[src/rtl/dac_feeder.sv]
// -----------------------------------------------------------------------------
// dac_feeder
//   Buffers signed 16-bit DAC setpoints in a small FIFO and hands them one at a
//   time to a DAC writer through a start/idle handshake. Successive starts are
//   spaced at least MIN_PERIOD clock cycles apart.
//
// Ports
//   clk_i           system clock, rising edge
//   rst_ni          asynchronous active-low reset
//   clear_i         synchronous FIFO flush (does not touch a transfer in flight)
//   sample_i        signed setpoint to enqueue
//   sample_valid_i  sample_i is valid; transfer on valid && ready
//   sample_ready_o  FIFO can accept a sample this cycle
//   dac_data_o      setpoint presented to the DAC writer
//   dac_start_o     start request to the DAC writer
//   dac_idle_i      DAC writer is idle
//   update_done_o   one-cycle pulse when the writer finishes an update
//   level_o         current FIFO occupancy
// -----------------------------------------------------------------------------
module dac_feeder #(
   parameter int DEPTH      = 4,
   parameter int MIN_PERIOD = 64
) (
   input  logic                      clk_i,
   input  logic                      rst_ni,
   input  logic                      clear_i,
   input  logic signed [15:0]        sample_i,
   input  logic                      sample_valid_i,
   output logic                      sample_ready_o,
   output logic signed [15:0]        dac_data_o,
   output logic                      dac_start_o,
   input  logic                      dac_idle_i,
   output logic                      update_done_o,
   output logic [$clog2(DEPTH):0]    level_o
);

   localparam int PW = $clog2(DEPTH);
   localparam int LW = PW + 1;
   localparam int CW = $clog2(MIN_PERIOD) + 1;

   typedef enum logic [1:0] {
      S_IDLE,
      S_START,
      S_BUSY,
      S_HOLDOFF
   } state_t;

   state_t                 state_q, state_d;
   logic signed [15:0]     mem [DEPTH];
   logic [PW-1:0]          wr_ptr, rd_ptr;
   logic [LW-1:0]          level_q;
   logic [CW-1:0]          hold_cnt;
   logic                   push, pop;
   logic                   start_d, done_d;

   // Ready is gated by rst_ni so it is low throughout reset and rises as soon
   // as reset is released.
   assign sample_ready_o = rst_ni && (level_q < LW'(DEPTH)) && !clear_i;
   assign push           = sample_valid_i && sample_ready_o;
   assign level_o        = level_q;

   // ---------------------------------------------------------------- FSM
   always_comb begin
      // NOTE: every signal gets a default before the case so no path leaves it
      // unassigned; otherwise synthesis would infer a latch.
      state_d = state_q;
      start_d = dac_start_o;
      done_d  = 1'b0;
      pop     = 1'b0;
      case (state_q)
         S_IDLE: begin
            // A clear in the same cycle wins: no pop, no start.
            if ((level_q != '0) && dac_idle_i && (hold_cnt == '0) && !clear_i) begin
               pop     = 1'b1;
               start_d = 1'b1;
               state_d = S_START;
            end
         end
         S_START: begin
            // Waits for the writer to go busy, with no timeout.
            if (!dac_idle_i) begin
               start_d = 1'b0;
               state_d = S_BUSY;
            end
         end
         S_BUSY: begin
            if (dac_idle_i) begin
               done_d  = 1'b1;
               state_d = S_HOLDOFF;
            end
         end
         S_HOLDOFF: begin
            // Leave one cycle early so IDLE sees the counter reach zero on the
            // very edge the period expires; starts then land exactly
            // MIN_PERIOD cycles apart rather than MIN_PERIOD+1.
            if (hold_cnt <= CW'(1)) state_d = S_IDLE;
         end
         default: state_d = S_IDLE;
      endcase
   end

   always_ff @(posedge clk_i or negedge rst_ni) begin
      // NOTE: sequential state uses non-blocking assignments so every register
      // samples pre-edge values regardless of block ordering.
      if (!rst_ni) begin
         state_q       <= S_IDLE;
         dac_start_o   <= 1'b0;
         update_done_o <= 1'b0;
         dac_data_o    <= '0;
      end else begin
         state_q       <= state_d;
         dac_start_o   <= start_d;
         update_done_o <= done_d;
         // The only place the presented setpoint changes.
         if (pop) dac_data_o <= mem[rd_ptr];
      end
   end

   // ------------------------------------------------------ holdoff counter
   // Loaded on every start; counts down in any state and saturates at zero.
   always_ff @(posedge clk_i or negedge rst_ni) begin
      if (!rst_ni) begin
         hold_cnt <= '0;
      end else if (pop) begin
         hold_cnt <= CW'(MIN_PERIOD - 1);
      end else if (hold_cnt != '0) begin
         hold_cnt <= hold_cnt - CW'(1);
      end
   end

   // ---------------------------------------------------------------- FIFO
   always_ff @(posedge clk_i or negedge rst_ni) begin
      if (!rst_ni) begin
         wr_ptr  <= '0;
         rd_ptr  <= '0;
         level_q <= '0;
      end else if (clear_i) begin
         wr_ptr  <= '0;
         rd_ptr  <= '0;
         level_q <= '0;
      end else begin
         // Pointers are PW bits wide, so they wrap modulo DEPTH on their own.
         if (push) wr_ptr <= wr_ptr + PW'(1);
         if (pop)  rd_ptr <= rd_ptr + PW'(1);
         case ({push, pop})
            2'b10:   level_q <= level_q + LW'(1);
            2'b01:   level_q <= level_q - LW'(1);
            default: level_q <= level_q;
         endcase
      end
   end

   // NOTE: the storage array has no reset; entries are only read after being
   // written, and leaving it out lets the array map onto plain RAM/flops.
   always_ff @(posedge clk_i) begin
      if (push) mem[wr_ptr] <= sample_i;
   end

endmodule

[config.mk]
export PLATFORM = sky130hd
export DESIGN_NAME = dac_feeder
export DESIGN_NICKNAME = d
export VERILOG_FILES = /design/src/rtl/dac_feeder.sv
export SDC_FILE = /design/constraint.sdc
export NUM_CORES = 1
export LEC_CHECK = 0
export ABC_AREA = 1
export BUFFER_PORTS_ARGS = -buffer_cell sky130_fd_sc_hd__buf_4
export CORE_ASPECT_RATIO = 1.2
export CORE_MARGIN = 3
export CORE_UTILIZATION = 36
export DETAILED_ROUTE_END_ITERATION = 10
export GPL_TIMING_DRIVEN = 0
export PLACE_DENSITY_LB_ADDON = 0.12
export SYNTH_ARGS = -nofsm -noshare
export SYNTH_HDL_FRONTEND = slang
export SYNTH_SLANG_ARGS = --single-unit
[constraint.sdc]
create_clock -name clk_i -period 6.1 [get_ports clk_i]
set_clock_uncertainty 0.1 [all_clocks]
set_input_delay 1.22 -clock clk_i [delete_from_list [all_inputs] [get_ports clk_i]]
set_output_delay 1.22 -clock clk_i [all_outputs]
set_load 0.05 [all_outputs]
## After elaboration in Yosys (flattened, before gate mapping)

Memory sizes are Yosys's and may differ from the RTL's. A register that Yosys moved wholly into a read port is not among the register bits.
Index checks and enable logic that the tools add are counted.

- Input bits: 21
- Flip-flop bits (word level): 18
- Bits in latches: 0
- Memory bits (writable): 64
- Memories: 1
- ROM bits: 0
- Output and inout bits: 22

- Add/sub/neg operators: 5
- Multipliers: 0
- Shift-type cells: 0
- Multiplexer cells: 22
- Eq/ne operators: 9
- Reduce and logical (&&, ||, !) cells: 19
- Div/mod/pow operators: 0
- Magnitude comparators: 2
- Bitwise gates (word level): 0

Memories:

| name | depth | width | read ports | clocked after Yosys merged registers in | write ports | line | text |
|---|---|---|---|---|---|---|---|
| mem | 4 | 16 | 1 | 1 | 1 | 49 | `logic signed [15:0] mem [DEPTH];` |

Operator list:

| cell | count |
|---|---|
| two-way mux 2 bit | 8 |
| two-way mux 7 bit | 2 |
| two-way mux 1 bit | 8 |
| inequality test 2 bit (second input constant) | 4 |
| one-hot mux 2 bit (4 select lines) | 1 |
| nonzero test 2 bit | 4 |
| less-or-equal comparator 7 x 1 -> 1 bit (second input constant) | 1 |
| zero test 7 bit | 1 |
| nonzero test 7 bit | 1 |
| subtractor 7 x 1 -> 7 bit (second input constant) | 1 |
| equality test 2 bit (second input constant) | 3 |
| logical AND 1 bit | 6 |
| one-hot mux 3 bit (2 select lines) | 1 |
| nonzero test 3 bit | 2 |
| adder 2 x 1 -> 2 bit (second input constant) | 2 |
| equality test 2 x 1 -> 1 bit (second input constant) | 2 |
| AND reduction 4 bit | 1 |
| adder 3 x 1 -> 3 bit (second input constant) | 1 |
| less-than comparator 3 bit (second input constant) | 1 |
| two-way mux 3 bit | 1 |
| AND reduction 3 bit | 1 |
| subtractor 3 x 1 -> 3 bit (second input constant) | 1 |
| zero test 1 bit | 2 |
| zero test 2 bit | 1 |
| one-hot mux 1 bit (2 select lines) | 1 |

## Longest topological paths before layout

- Word-level depth: 9
- Depth in mapped cells: 13

## Worst setup path before layout

OpenSTA, ideal clock, no wires.

- Path kind: input -> output
- Start point: input clear_i
- End point: output sample_ready_o
- Setup slack: 2.402 ns
- Cell stages on the path: 1
- Path buffers: 0
- Arrival: 2.378 ns
- Required time: 4.780 ns
- Path through: nor3b_1

- Cells in the longest elaborated chain, start to end: 2

RTL lines:

| element | line | text |
|---|---|---|
| from (decl) | 26 | `input logic clear_i,` |
| zero test 1 bit | 58 | `assign sample_ready_o = rst_ni && (level_q < LW'(DEPTH)) && !clear_i;` |
| logical AND 1 bit | 58 |  |
| to (decl) | 29 | `output logic sample_ready_o,` |

No other way between the ends.

## Worst setup path after layout

- Start point: input rst_ni
- End point: output sample_ready_o

- Cells in the longest elaborated chain, start to end: 2

RTL lines:

| element | line | text |
|---|---|---|
| from (decl) | 25 | `input logic rst_ni,` |
| logical AND 1 bit (2 in series) | 58 |  |

No other way between the ends.

==> qor.txt <==
final std cells w/o fill -> 590
initial core utilization -> 0.371
total chip power -> 1.31 mW
GRT Total Usage -> 0.147
GR Util met3 -> 0.0266
CP Capture Type -> output port
Residual DRC -> 0
CTS sink cnt -> 98
area grow syn2layout -> 20.6%
worst rel slew slack -> 0.362
Ports -> 43
hold endpoint -> dac_data_o[3]
period utilization -> 0.564
PortBufs -> 42
dpl cell area -> 4700 um^2
Psw -> 257 uW
critical path cell sequence -> buf_4, nor3b_1, buf_4
Finished Cell Area -> 4980 um^2
highest-delay cell along the critical path -> buf_4
Post-Syn Area per Cell -> 11.0 um^2
core area -> 11100 um^2
RSZ-0062 raised after global routing -> no
largest family of logic cells by synthesized area -> simple AND/OR/NAND/NOR gates
final setup violation count -> 0
most frequent CP cell -> buf_4
Worst Hold Launch -> dac_data_o[3]
setup ws final -> 2.66 ns
setup repair bufs after CTS -> 0
Mapped Cells -> 375
Synth Area in Compound Gates -> 0.0857
vias in the first global route -> 2846
clock power share -> 0.415
drt pass-1 iters -> 4
largest net degree at the start of global routing -> 37
Seq pwr share -> 0.552
synthesized-area fraction occupied by and/or/nand/nor cells -> 0.154
Hold-fix buffers, CTS -> 0
HPWL after DPL -> 5.99 mm
Final Hold Fails -> 0
outcome -> completed
CTS tree -> built
Hold Worst Slack -> 0.383 ns
die height -> 123 um
Critical Path Fanout Max -> 36
Hold Crit Class -> reg -> reg
area share of fa/ha/maj cells after synthesis -> 0.0381
via/cell ratio -> 4.70
number of synthesized register bits -> 98
placer congestion estimate -> 0.796
Least-Margin Pin Slew -> 0.957 ns
count of cells resized by post-cts repair -> 0
worst vdd ir -> 0.138 mV
maxcap violations -> 0
global routing met1 resource utilization -> 0.181
Critical Path AT -> 2.12 ns
GRT Max-Usage Layer -> met2
DR iter-0 viols -> 106
die area -> 12800 um^2
reg2reg path depth -> 11
antenna-violating nets left -> 0
H-tree levels -> 3
Final Util -> 0.447
clock slew at reported path FFs -> 0.06 ns
CP Launch Point -> rst_ni
syn_nets -> 408
Critical Path RT -> 4.78 ns
total grt overflow -> 0
met2 GRT Util -> 0.258
filler instances -> 1074
dpl ws -> 2.43 ns
Leak -> 2.16 nW
Yosys cell types -> 30
Mapped Area -> 4130 um^2
clock buffer depth -> 2
max-slew violations -> 0
Antenna Cells -> 0
Skew-Pair Late Insertion Delay -> 0.34 ns
Vias -> 2771
start of the worst register-to-register path -> level_o[2]
Post-synth top flop -> edfxtp_1
pwr dens -> 262 nW/um^2
final setup TNS -> 0 ns
num rows -> 42
switching part of the total -> 0.197
reg2reg end -> level_o[2]
Nets -> 464
Setup crit start kind -> input pin
post-synthesis xor/xnor area fraction -> 0.00212
CTS root buf -> clkbuf_16
slowest cell delay on critical path -> 0.41 ns
highest clock rate -> 291 MHz
R2R setup slack -> 3.75 ns
Seq/Total Area, Yosys -> 0.671
global-route wire length before repair -> 14.4 mm
cts bufs inserted -> 9
dpl cells -> 574
initial antenna violation count -> 0
routed wire length -> 8.77 mm
Logic pwr share -> 0.034
mux cell area share after synthesis -> 0
Critical Setup Path Class -> in -> out
Die Span X -> 104 um
hold depth -> 2
Internal -> 1.05 mW
yosys warns -> 0
asr flop ratio synth -> 0.347
drt wl/cell -> 14.9 um
post-layout min period -> 3.44 ns
Post-synth EDFFs -> 64
layout cells sized above 1 -> 0.172
## registers in the layout, summed over array words and instances (netlist names)
register	count
rd_ptr	2
hold_cnt	7
update_done_o	1
dac_data_o	16
dac_start_o	1
wr_ptr	2
level_o	3
mem	64
state_q	2
## critical path, delay by kind of cell
family / cells / cell delay (ns)
buf+inv: 2 / 0.64
simple gates: 1 / 0.25
## how the worst max path moves through the flow
stage,end,slack [ns],cells past startpoint
2_1_floorplan,sample_ready_o,2.40,1
5_1_grt,sample_ready_o,2.53,3
6_report,sample_ready_o,2.66,3
4_1_cts,sample_ready_o,2.60,3
3_5_place_dp,level_o[2],2.43,11
3_3_place_gp,mem[3][4],2.06,3
## power groups by stage
stage          logic [mW]  registers [mW]  clock network [mW]
4_1_cts            0.0455           0.720               0.556
6_report           0.0441           0.720               0.541
3_5_place_dp       0.0452           0.734                   0
5_1_grt            0.0497           0.721               0.578
3_3_place_gp       0.0425           0.734                   0
2_1_floorplan      0.0141           0.736                   0
## logic make-up after synthesis
family	count (synthesis)
DFF	98
xor gates and xnor gates	1
AOI/OAI and AO/OA	63
buffers and inverters	47
and+or+nand+nor	154
adders and majority gates	12
## cells in the mapped netlist (2+ instances only)
cell type   n  area share
nand3_1    12       0.015
ha_1       11       0.033
edfxtp_1   64        0.47
nand2_2     2      0.0030
inv_2       3      0.0027
nand2_1    81       0.074
nand4_1     5      0.0076
inv_1      32       0.029
o22ai_1    16       0.024
buf_6       3      0.0082
nor2_1     47       0.043
o211ai_1    2      0.0036
o21ai_1     3      0.0036
o21ai_0    38       0.046
clkbuf_1    8      0.0073
dfrtp_1    34        0.21
## cells in the final DEF, fill, tap and decap left out, types with 2 or more instances in the layout
cell type	count
dfrtp_1	34
nor2_1	43
o211ai_1	2
ha_1	11
inv_1	32
o21ai_1	3
o21ai_0	38
clkbuf_1	11
nand2_1	81
edfxtp_1	64
buf_4	43
buf_6	4
nand4_1	5
nand2_2	2
clkinv_1	2
nor2_2	5
nand3_1	12
o22ai_1	16
clkbuf_16	9
inv_2	3
## layout make-up
cell class / instances / area, um^2 / share of cell area
clock inverter: 4 / 42.5 / 0.00854
timing repair buffer: 45 / 369 / 0.0741
buffer: 12 / 71.3 / 0.0143
inverter: 35 / 131 / 0.0264
clock buffer: 12 / 236 / 0.0475
tap: 154 / 193 / 0.0387
sequential: 98 / 2770 / 0.556
multi-input combinational: 230 / 1170 / 0.234
## metal layers
metal  wire length (um)  part of all wire
met5                  0                 0
met4                133             0.015
met3                257             0.029
met2               4450              0.51
met1               3930              0.45
Power figures use the tool's default switching activity.
